==> src/rtl/snake_motion_engine_if.sv <==
// Signal bundle between the snake master/display side and the motion engine.
// The master side drives game state, buttons and the display query; the
// engine (slave side) returns position, food, score and status.
interface snake_motion_engine_if #(
   parameter int X_BITS = 3,
   parameter int Y_BITS = 3
);
   logic [1:0]        STATE_IN;
   logic [3:0]        PUSH_BUTTONS;
   logic [3:0]        SCORE_OUT;
   logic              SUICIDE_OUT;
   logic [X_BITS-1:0] HEAD_X;
   logic [Y_BITS-1:0] HEAD_Y;
   logic [X_BITS-1:0] FOOD_X;
   logic [Y_BITS-1:0] FOOD_Y;
   logic [X_BITS-1:0] QUERY_X;
   logic [Y_BITS-1:0] QUERY_Y;
   logic              QUERY_HIT;

   modport master (
      output STATE_IN, PUSH_BUTTONS, QUERY_X, QUERY_Y,
      input  SCORE_OUT, SUICIDE_OUT, HEAD_X, HEAD_Y, FOOD_X, FOOD_Y, QUERY_HIT
   );

   modport slave (
      input  STATE_IN, PUSH_BUTTONS, QUERY_X, QUERY_Y,
      output SCORE_OUT, SUICIDE_OUT, HEAD_X, HEAD_Y, FOOD_X, FOOD_Y, QUERY_HIT
   );
endinterface

==> src/rtl/snake_motion_engine.sv <==
// Snake motion engine: moves the snake once per game tick on a wrap-around
// grid, steers from the push buttons, grows on food, relocates food with a
// free-running LFSR and answers per-cell occupancy queries.
// Optional build macro WALL_DEATH_EN: leaving the grid on any edge is fatal
// instead of wrapping around.
module snake_motion_engine #(
   parameter int X_BITS      = 3,
   parameter int Y_BITS      = 3,
   parameter int MAX_LEN     = 11,
   parameter int TICK_CYCLES = 12500000,
   parameter int FOOD_X0     = 5,
   parameter int FOOD_Y0     = 4
) (
   input  logic                  CLOCK,
   input  logic                  RESET,
   snake_motion_engine_if.slave  bus
);

   localparam int CNT_W  = (TICK_CYCLES > 1) ? $clog2(TICK_CYCLES) : 1;
   localparam int LEN_W  = $clog2(MAX_LEN + 1);
   localparam int CELL_W = X_BITS + Y_BITS;
   localparam logic [3:0]        SCORE_MAX = 4'd10;
   localparam logic [1:0]        ST_PLAY   = 2'b01;
   localparam logic [X_BITS-1:0] HEAD_X0   = X_BITS'(1 << (X_BITS - 1));
   localparam logic [Y_BITS-1:0] HEAD_Y0   = Y_BITS'(1 << (Y_BITS - 1));

   // Encoding chosen so that XOR with 1 yields the opposite direction.
   typedef enum logic [1:0] {DIR_UP = 2'd0, DIR_DOWN = 2'd1, DIR_LEFT = 2'd2, DIR_RIGHT = 2'd3} dir_t;

   dir_t              dir, pend_dir, btn_dir;
   logic              btn_valid;
   logic [CNT_W-1:0]  tick_cnt;
   logic [LEN_W-1:0]  len;
   logic [3:0]        score;
   logic              suicide;
   logic [X_BITS-1:0] seg_x [MAX_LEN];
   logic [Y_BITS-1:0] seg_y [MAX_LEN];
   logic [X_BITS-1:0] food_x, next_x, cand_x;
   logic [Y_BITS-1:0] food_y, next_y, cand_y;
   logic              food_pending;
   logic [15:0]       lfsr;
   logic              run, step, fatal, eat, self_hit, cand_hit, query_hit;

   function automatic dir_t opposite(input dir_t d);
      return dir_t'(d ^ 2'b01);
   endfunction

   function automatic logic [3:0] sat_score(input logic [3:0] s);
      return (s >= SCORE_MAX) ? SCORE_MAX : s + 4'd1;
   endfunction

   function automatic logic [LEN_W-1:0] sat_len(input logic [LEN_W-1:0] l);
      return (l >= LEN_W'(MAX_LEN)) ? LEN_W'(MAX_LEN) : l + 1'b1;
   endfunction

   assign run    = (bus.STATE_IN == ST_PLAY) && !suicide && (score < SCORE_MAX);
   assign step   = run && (tick_cnt == CNT_W'(TICK_CYCLES - 1));
   assign cand_x = lfsr[X_BITS-1:0];
   assign cand_y = lfsr[CELL_W-1:X_BITS];
   // A step taken while food is being relocated cannot eat.
   assign eat    = step && !fatal && !food_pending && (next_x == food_x) && (next_y == food_y);

   // Decode a single pressed button into a direction; ambiguous input is ignored.
   always_comb begin
      btn_valid = 1'b1;
      btn_dir   = DIR_RIGHT;
      case (bus.PUSH_BUTTONS)
         4'b0001: btn_dir = DIR_UP;
         4'b0010: btn_dir = DIR_DOWN;
         4'b0100: btn_dir = DIR_LEFT;
         4'b1000: btn_dir = DIR_RIGHT;
         default: btn_valid = 1'b0;
      endcase
   end

   // Candidate head position one cell along the pending direction, wrapping modulo the grid.
   always_comb begin
      next_x = seg_x[0];
      next_y = seg_y[0];
      case (pend_dir)
         DIR_UP:    next_y = seg_y[0] - 1'b1;
         DIR_DOWN:  next_y = seg_y[0] + 1'b1;
         DIR_LEFT:  next_x = seg_x[0] - 1'b1;
         DIR_RIGHT: next_x = seg_x[0] + 1'b1;
         default:   next_x = seg_x[0];
      endcase
   end

   // Body occupancy: display query, food candidate, and self-collision (tail excluded, it vacates).
   always_comb begin
      query_hit = 1'b0;
      cand_hit  = 1'b0;
      self_hit  = 1'b0;
      for (int i = 0; i < MAX_LEN; i++) begin
         if (i < int'(len)) begin
            if (seg_x[i] == bus.QUERY_X && seg_y[i] == bus.QUERY_Y) query_hit = 1'b1;
            if (seg_x[i] == cand_x && seg_y[i] == cand_y)           cand_hit  = 1'b1;
         end
         if (i < int'(len) - 1) begin
            if (seg_x[i] == next_x && seg_y[i] == next_y)           self_hit  = 1'b1;
         end
      end
   end

`ifdef WALL_DEATH_EN
   logic wall_hit;

   // Leaving the grid on the edge the snake is heading toward is fatal.
   always_comb begin
      case (pend_dir)
         DIR_UP:    wall_hit = (seg_y[0] == '0);
         DIR_DOWN:  wall_hit = (seg_y[0] == '1);
         DIR_LEFT:  wall_hit = (seg_x[0] == '0);
         DIR_RIGHT: wall_hit = (seg_x[0] == '1);
         default:   wall_hit = 1'b0;
      endcase
   end

   assign fatal = self_hit | wall_hit;
`else
   assign fatal = self_hit;
`endif

   // Game tick divider; advances only while the snake is allowed to move.
   always_ff @(posedge CLOCK) begin
      if (RESET)    tick_cnt <= '0;
      else if (run) tick_cnt <= step ? '0 : tick_cnt + 1'b1;
   end

   // Steering: latch a non-reversing press, commit it as the heading on each step.
   always_ff @(posedge CLOCK) begin
      if (RESET) begin
         dir      <= DIR_RIGHT;
         pend_dir <= DIR_RIGHT;
      end else begin
         if (btn_valid && btn_dir != opposite(dir)) pend_dir <= btn_dir;
         if (step) dir <= pend_dir;
      end
   end

   // Body shift register, length, score and sticky death flag.
   always_ff @(posedge CLOCK) begin
      if (RESET) begin
         seg_x[0] <= HEAD_X0;
         seg_y[0] <= HEAD_Y0;
         len      <= LEN_W'(1);
         score    <= '0;
         suicide  <= 1'b0;
      end else if (step) begin
         if (fatal) begin
            suicide <= 1'b1;
         end else begin
            seg_x[0] <= next_x;
            seg_y[0] <= next_y;
            for (int i = 1; i < MAX_LEN; i++) begin
               seg_x[i] <= seg_x[i-1];
               seg_y[i] <= seg_y[i-1];
            end
            if (eat) begin
               len   <= sat_len(len);
               score <= sat_score(score);
            end
         end
      end
   end

   // Food: flag a search after eating, then accept the first LFSR cell not on the body.
   // Once the game is won the food stays put so every output holds.
   always_ff @(posedge CLOCK) begin
      if (RESET) begin
         lfsr         <= 16'hACE1;
         food_x       <= X_BITS'(FOOD_X0);
         food_y       <= Y_BITS'(FOOD_Y0);
         food_pending <= 1'b0;
      end else begin
         lfsr <= {lfsr[14:0], lfsr[15] ^ lfsr[13] ^ lfsr[12] ^ lfsr[10]};
         if (eat) begin
            food_pending <= 1'b1;
         end else if (food_pending && score < SCORE_MAX && !cand_hit) begin
            food_x       <= cand_x;
            food_y       <= cand_y;
            food_pending <= 1'b0;
         end
      end
   end

   assign bus.SCORE_OUT   = score;
   assign bus.SUICIDE_OUT = suicide;
   assign bus.HEAD_X      = seg_x[0];
   assign bus.HEAD_Y      = seg_y[0];
   assign bus.FOOD_X      = food_x;
   assign bus.FOOD_Y      = food_y;
   assign bus.QUERY_HIT   = query_hit;

endmodule

==> src/flat_wrapper.sv <==
// flat-port wrapper written by rule: the top's interface ports become plain ports
module snake_motion_engine_flat 
#(
   parameter int X_BITS      = 3,
   parameter int Y_BITS      = 3,
   parameter int MAX_LEN     = 11,
   parameter int TICK_CYCLES = 12500000,
   parameter int FOOD_X0     = 5,
   parameter int FOOD_Y0     = 4
)
  (CLOCK, RESET, bus_STATE_IN, bus_PUSH_BUTTONS, bus_QUERY_X, bus_QUERY_Y, bus_SCORE_OUT, bus_SUICIDE_OUT, bus_HEAD_X, bus_HEAD_Y, bus_FOOD_X, bus_FOOD_Y, bus_QUERY_HIT);
  snake_motion_engine_if #(.X_BITS(X_BITS), .Y_BITS(Y_BITS)) bus_i ();
  input  logic CLOCK;
  input  logic RESET;
  input wire logic [$bits(bus_i.STATE_IN)-1:0] bus_STATE_IN;
  input wire logic [$bits(bus_i.PUSH_BUTTONS)-1:0] bus_PUSH_BUTTONS;
  input wire logic [$bits(bus_i.QUERY_X)-1:0] bus_QUERY_X;
  input wire logic [$bits(bus_i.QUERY_Y)-1:0] bus_QUERY_Y;
  output wire logic [$bits(bus_i.SCORE_OUT)-1:0] bus_SCORE_OUT;
  output wire logic [$bits(bus_i.SUICIDE_OUT)-1:0] bus_SUICIDE_OUT;
  output wire logic [$bits(bus_i.HEAD_X)-1:0] bus_HEAD_X;
  output wire logic [$bits(bus_i.HEAD_Y)-1:0] bus_HEAD_Y;
  output wire logic [$bits(bus_i.FOOD_X)-1:0] bus_FOOD_X;
  output wire logic [$bits(bus_i.FOOD_Y)-1:0] bus_FOOD_Y;
  output wire logic [$bits(bus_i.QUERY_HIT)-1:0] bus_QUERY_HIT;
  assign bus_i.STATE_IN = bus_STATE_IN;
  assign bus_i.PUSH_BUTTONS = bus_PUSH_BUTTONS;
  assign bus_i.QUERY_X = bus_QUERY_X;
  assign bus_i.QUERY_Y = bus_QUERY_Y;
  assign bus_SCORE_OUT = bus_i.SCORE_OUT;
  assign bus_SUICIDE_OUT = bus_i.SUICIDE_OUT;
  assign bus_HEAD_X = bus_i.HEAD_X;
  assign bus_HEAD_Y = bus_i.HEAD_Y;
  assign bus_FOOD_X = bus_i.FOOD_X;
  assign bus_FOOD_Y = bus_i.FOOD_Y;
  assign bus_QUERY_HIT = bus_i.QUERY_HIT;
  snake_motion_engine #(.X_BITS(X_BITS), .Y_BITS(Y_BITS), .MAX_LEN(MAX_LEN), .TICK_CYCLES(TICK_CYCLES), .FOOD_X0(FOOD_X0), .FOOD_Y0(FOOD_Y0)) u_core (.CLOCK(CLOCK), .RESET(RESET), .bus(bus_i));
endmodule
==> config.mk <==
export PLATFORM = sky130hd
export DESIGN_NAME = snake_motion_engine_flat
export DESIGN_NICKNAME = d
export VERILOG_FILES = /design/src/rtl/snake_motion_engine_if.sv /design/src/rtl/snake_motion_engine.sv /design/src/flat_wrapper.sv
export SDC_FILE = /design/constraint.sdc
export NUM_CORES = 1
export LEC_CHECK = 0
export ABC_AREA = 1
export BUFFER_PORTS_ARGS = -buffer_cell sky130_fd_sc_hd__buf_2
export CAP_MARGIN = 5
export CORE_MARGIN = 2
export CORE_UTILIZATION = 64
export CTS_CLUSTER_DIAMETER = 80
export DETAILED_ROUTE_END_ITERATION = 12
export PLACE_DENSITY = 0.8
export SKIP_CTS_REPAIR_TIMING = 1
export SYNTH_ARGS = -nofsm -noshare
export SYNTH_HDL_FRONTEND = slang
export SYNTH_SLANG_ARGS = --single-unit
==> constraint.sdc <==
create_clock -name CLOCK -period 10.4 [get_ports CLOCK]
set_input_delay 2.08 -clock CLOCK [delete_from_list [all_inputs] [get_ports CLOCK]]
set_output_delay 2.08 -clock CLOCK [all_outputs]
set_load 0.01 [all_outputs]
==> impl_metrics.tcl <==
set metrics [dict create \
    outcome "completed" \
    synthCells 1007 \
    vias 7314 \
    via_per_inst 6.01 \
    routabilityCongestion 1.03 \
    grt_pass1_wl_um 37600 \
    wl_per_cell_um 20.0 \
    yosys-top-cells-area "edfxtp_1, dfxtp_1, nand2_1" \
    yosysMostFrequentCell "nand2_1" \
    hold_viol_final 0 \
    setup_tns_ps 0 \
    grt_max_degree 64 \
    syn_area_um2 7940 \
    ys_ff_latch 126 \
    clk_latency_ps 430 \
    final_net_count 1060 \
    portBuffers 31 \
    synth_ff_type "edfxtp_1" \
    syn-mean-instance-area_um2 7.88 \
    yosysTopAreaCellShare 0.250 \
    maxSlewHeadroom 0.419 \
    crit_top_cell "buf_2" \
    synth_top_area_cell "edfxtp_1" \
    cts_max_level 4 \
    whs_path_depth 2 \
    cts_buffer_depth 2 \
    finalCritPeriodShare 0.542 \
    p_leak_nw 3.66 \
    netlist_top_cells_count "nand2_1, inv_1, nor2_1, edfxtp_1, xor2_1" \
    final_cells 1217 \
    overflow 0 \
    fin_util 0.727 \
    hold_class "flip-flop to flip-flop" \
    postPlaceCellArea_um2 8200 \
    reg2reg_slack_ps 6100 \
    initial_core_util 0.658 \
    routed_wl_um 24300 \
    cp.required_ps 8320 \
    die_h_um 115 \
    cp-start-kind "input pin" \
    track_usage 0.379 \
    synth_nets 1031 \
    r2r-end "u_core.seg_y[0][2]" \
    cp-startpoint "bus_QUERY_X[0]" \
    cts_made_buffers 17 \
    place_hpwl_um 17300 \
    drtIter0Drc 906 \
    ys_async_sr_fraction 0 \
    hold_start "u_core.lfsr[11]" \
    clk_pin_slew_worst_paths_ps 60 \
    worst_pin_slew_ps 860 \
    synth_edf_count 66 \
    yosysSeqAreaShare 0.401 \
    route.detailed.drc 0 \
    drive_gt1_frac 0.104 \
    nFillCells 966 \
    setup_viol 0 \
    cts_tree "built" \
    clock_sinks 126 \
    synth.distinct_cells 49 \
    fmax_ghz 0.178 \
    r2r_start "u_core.seg_x[0][0]" \
    finalCriticalPeriod_ps 5630 \
    path_cells "buf_2 -> inv_1 -> nor2_1 -> nor4_1 -> o2111ai_1 -> a21oi_1 -> nor3_1 -> nand4_1 -> buf_2" \
    cp_data_arrival_time_ps 3550 \
    crit_buf_inv 3 \
    hold_path_end "u_core.lfsr[12]" \
    coreArea_um2 12100 \
    yosys_warnings 0 \
    ant_nets 0 \
    grt_pass1_vias 6948 \
    final_max_slew_viol_count 0 \
    crit_family "buffers and inverters" \
    crit_path_end_kind "primary output" \
    path_class "input pin to primary output" \
    first_pass_iters 6 \
    finalClockSkew_ps 12.9 \
    place_inst 1185 \
    rows 40 \
    ioPinCount 32 \
    antenna_found_initial 1 \
    antennaDiodeCount 0 \
    cap_violations 0 \
    ir_drop_mv 0.145 \
    crit_fanout 10 \
    die-width_um 115 \
    finish.instance_area_um2 8770 \
    area_growth_pct 10.4 \
    r2r_cells 17 \
    whs_ps 409 \
    cp_slowest_cell "nor4_1" \
    rsz0062_at_grt "no" \
    powerDensity_nw_per_um2 145 \
    floorplan.die_area_um2 13300 \
    max_stage_delay_ps 270 \
    root_buffer "clkbuf_16" \
]
per-layer routing:
layer / wire length [µm] / global-route usage
met3: 2400 / 0.0923
met4: 1470 / 0.216
met1: 9370 / 0.468
met2: 11000 / 0.608
met5: 11 / 0
flip-flops by register name (all words and copies together) (netlist names):
| signal | cells |
|---|---|
| u_core.dir | 2 |
| u_core.seg_y | 33 |
| u_core.bus.FOOD_X | 3 |
| u_core.pend_dir | 2 |
| u_core.food_pending | 1 |
| u_core.lfsr | 16 |
| u_core.tick_cnt | 24 |
| u_core.bus.FOOD_Y | 3 |
| u_core.bus.SCORE_OUT | 4 |
| u_core.seg_x | 33 |
| u_core.len | 4 |
| u_core.bus.SUICIDE_OUT | 1 |
final cells by class:
cell class                      count  area, µm²  area share
Inverter                          131        492      0.0561
Timing Repair Buffer               35        185      0.0211
Clock buffer                       19        454      0.0518
Sequential cell                   126       3180       0.363
Tap cell                          168        210      0.0240
Clock inverter                     13        111      0.0127
Multi-Input combinational cell    725       4130       0.471
how the worst max path moves through the flow:
stage | endpoint | slack [ps] | cells after the start
floorplan | bus_QUERY_HIT | 5070 | 7
CTS | bus_QUERY_HIT | 4800 | 9
finish | bus_QUERY_HIT | 4770 | 9
detailed placement | bus_QUERY_HIT | 4800 | 9
global placement | bus_QUERY_HIT | 4810 | 9
global route | bus_QUERY_HIT | 4590 | 9
stage by stage:
step	total power [mW]	setup slack, ps
after floorplan	0.660	5070
after global placement	0.700	4810
after detailed placement	0.702	4800
after CTS	1.27	4800
after global routing	1.31	4590
final	1.27	4770
cell families (layout without fill, tap and decap cells):
| family | count (synthesis) | after routing | synth area share |
|---|---|---|---|
| simple gates | 476 | 476 | 0.280 |
| xor+xnor | 119 | 119 | 0.131 |
| fa+ha+maj | 10 | 10 | 0.0176 |
| compound gates | 120 | 120 | 0.0908 |
| buf+inv | 156 | 198 | 0.0793 |
| flops | 126 | 126 | 0.401 |
placed cells by master (no fill, tap or decap), types with 11 or more instances in the layout:
master / synthesis / routed
a21oi_1: 47 / 47
buf_2: 8 / 31
clkbuf_16: 0 / 18
dfxtp_1: 60 / 60
edfxtp_1: 66 / 66
inv_1: 125 / 125
nand2_1: 218 / 218
nand2_2: 12 / 12
nand3_1: 51 / 51
nand4_1: 28 / 28
nor2_1: 90 / 90
nor3_1: 25 / 25
nor4_1: 17 / 17
o21ai_0: 27 / 27
o22ai_1: 11 / 11
xnor2_1: 56 / 56
xor2_1: 63 / 63
power breakdown:
part | internal [mW] | leakage (nW) | switching [mW]
registers | 0.525 | 1.09 | 0.0166
logic | 0.0504 | 2.30 | 0.106
clock network | 0.327 | 0.282 | 0.248
total | 0.903 | 3.66 | 0.371
tightest hold or removal path, cell delays in order (launching register included):
cell	delay, ps
dfxtp_1	300
inv_1	40
nor2_1	30
Power figures use the tool's default switching activity.
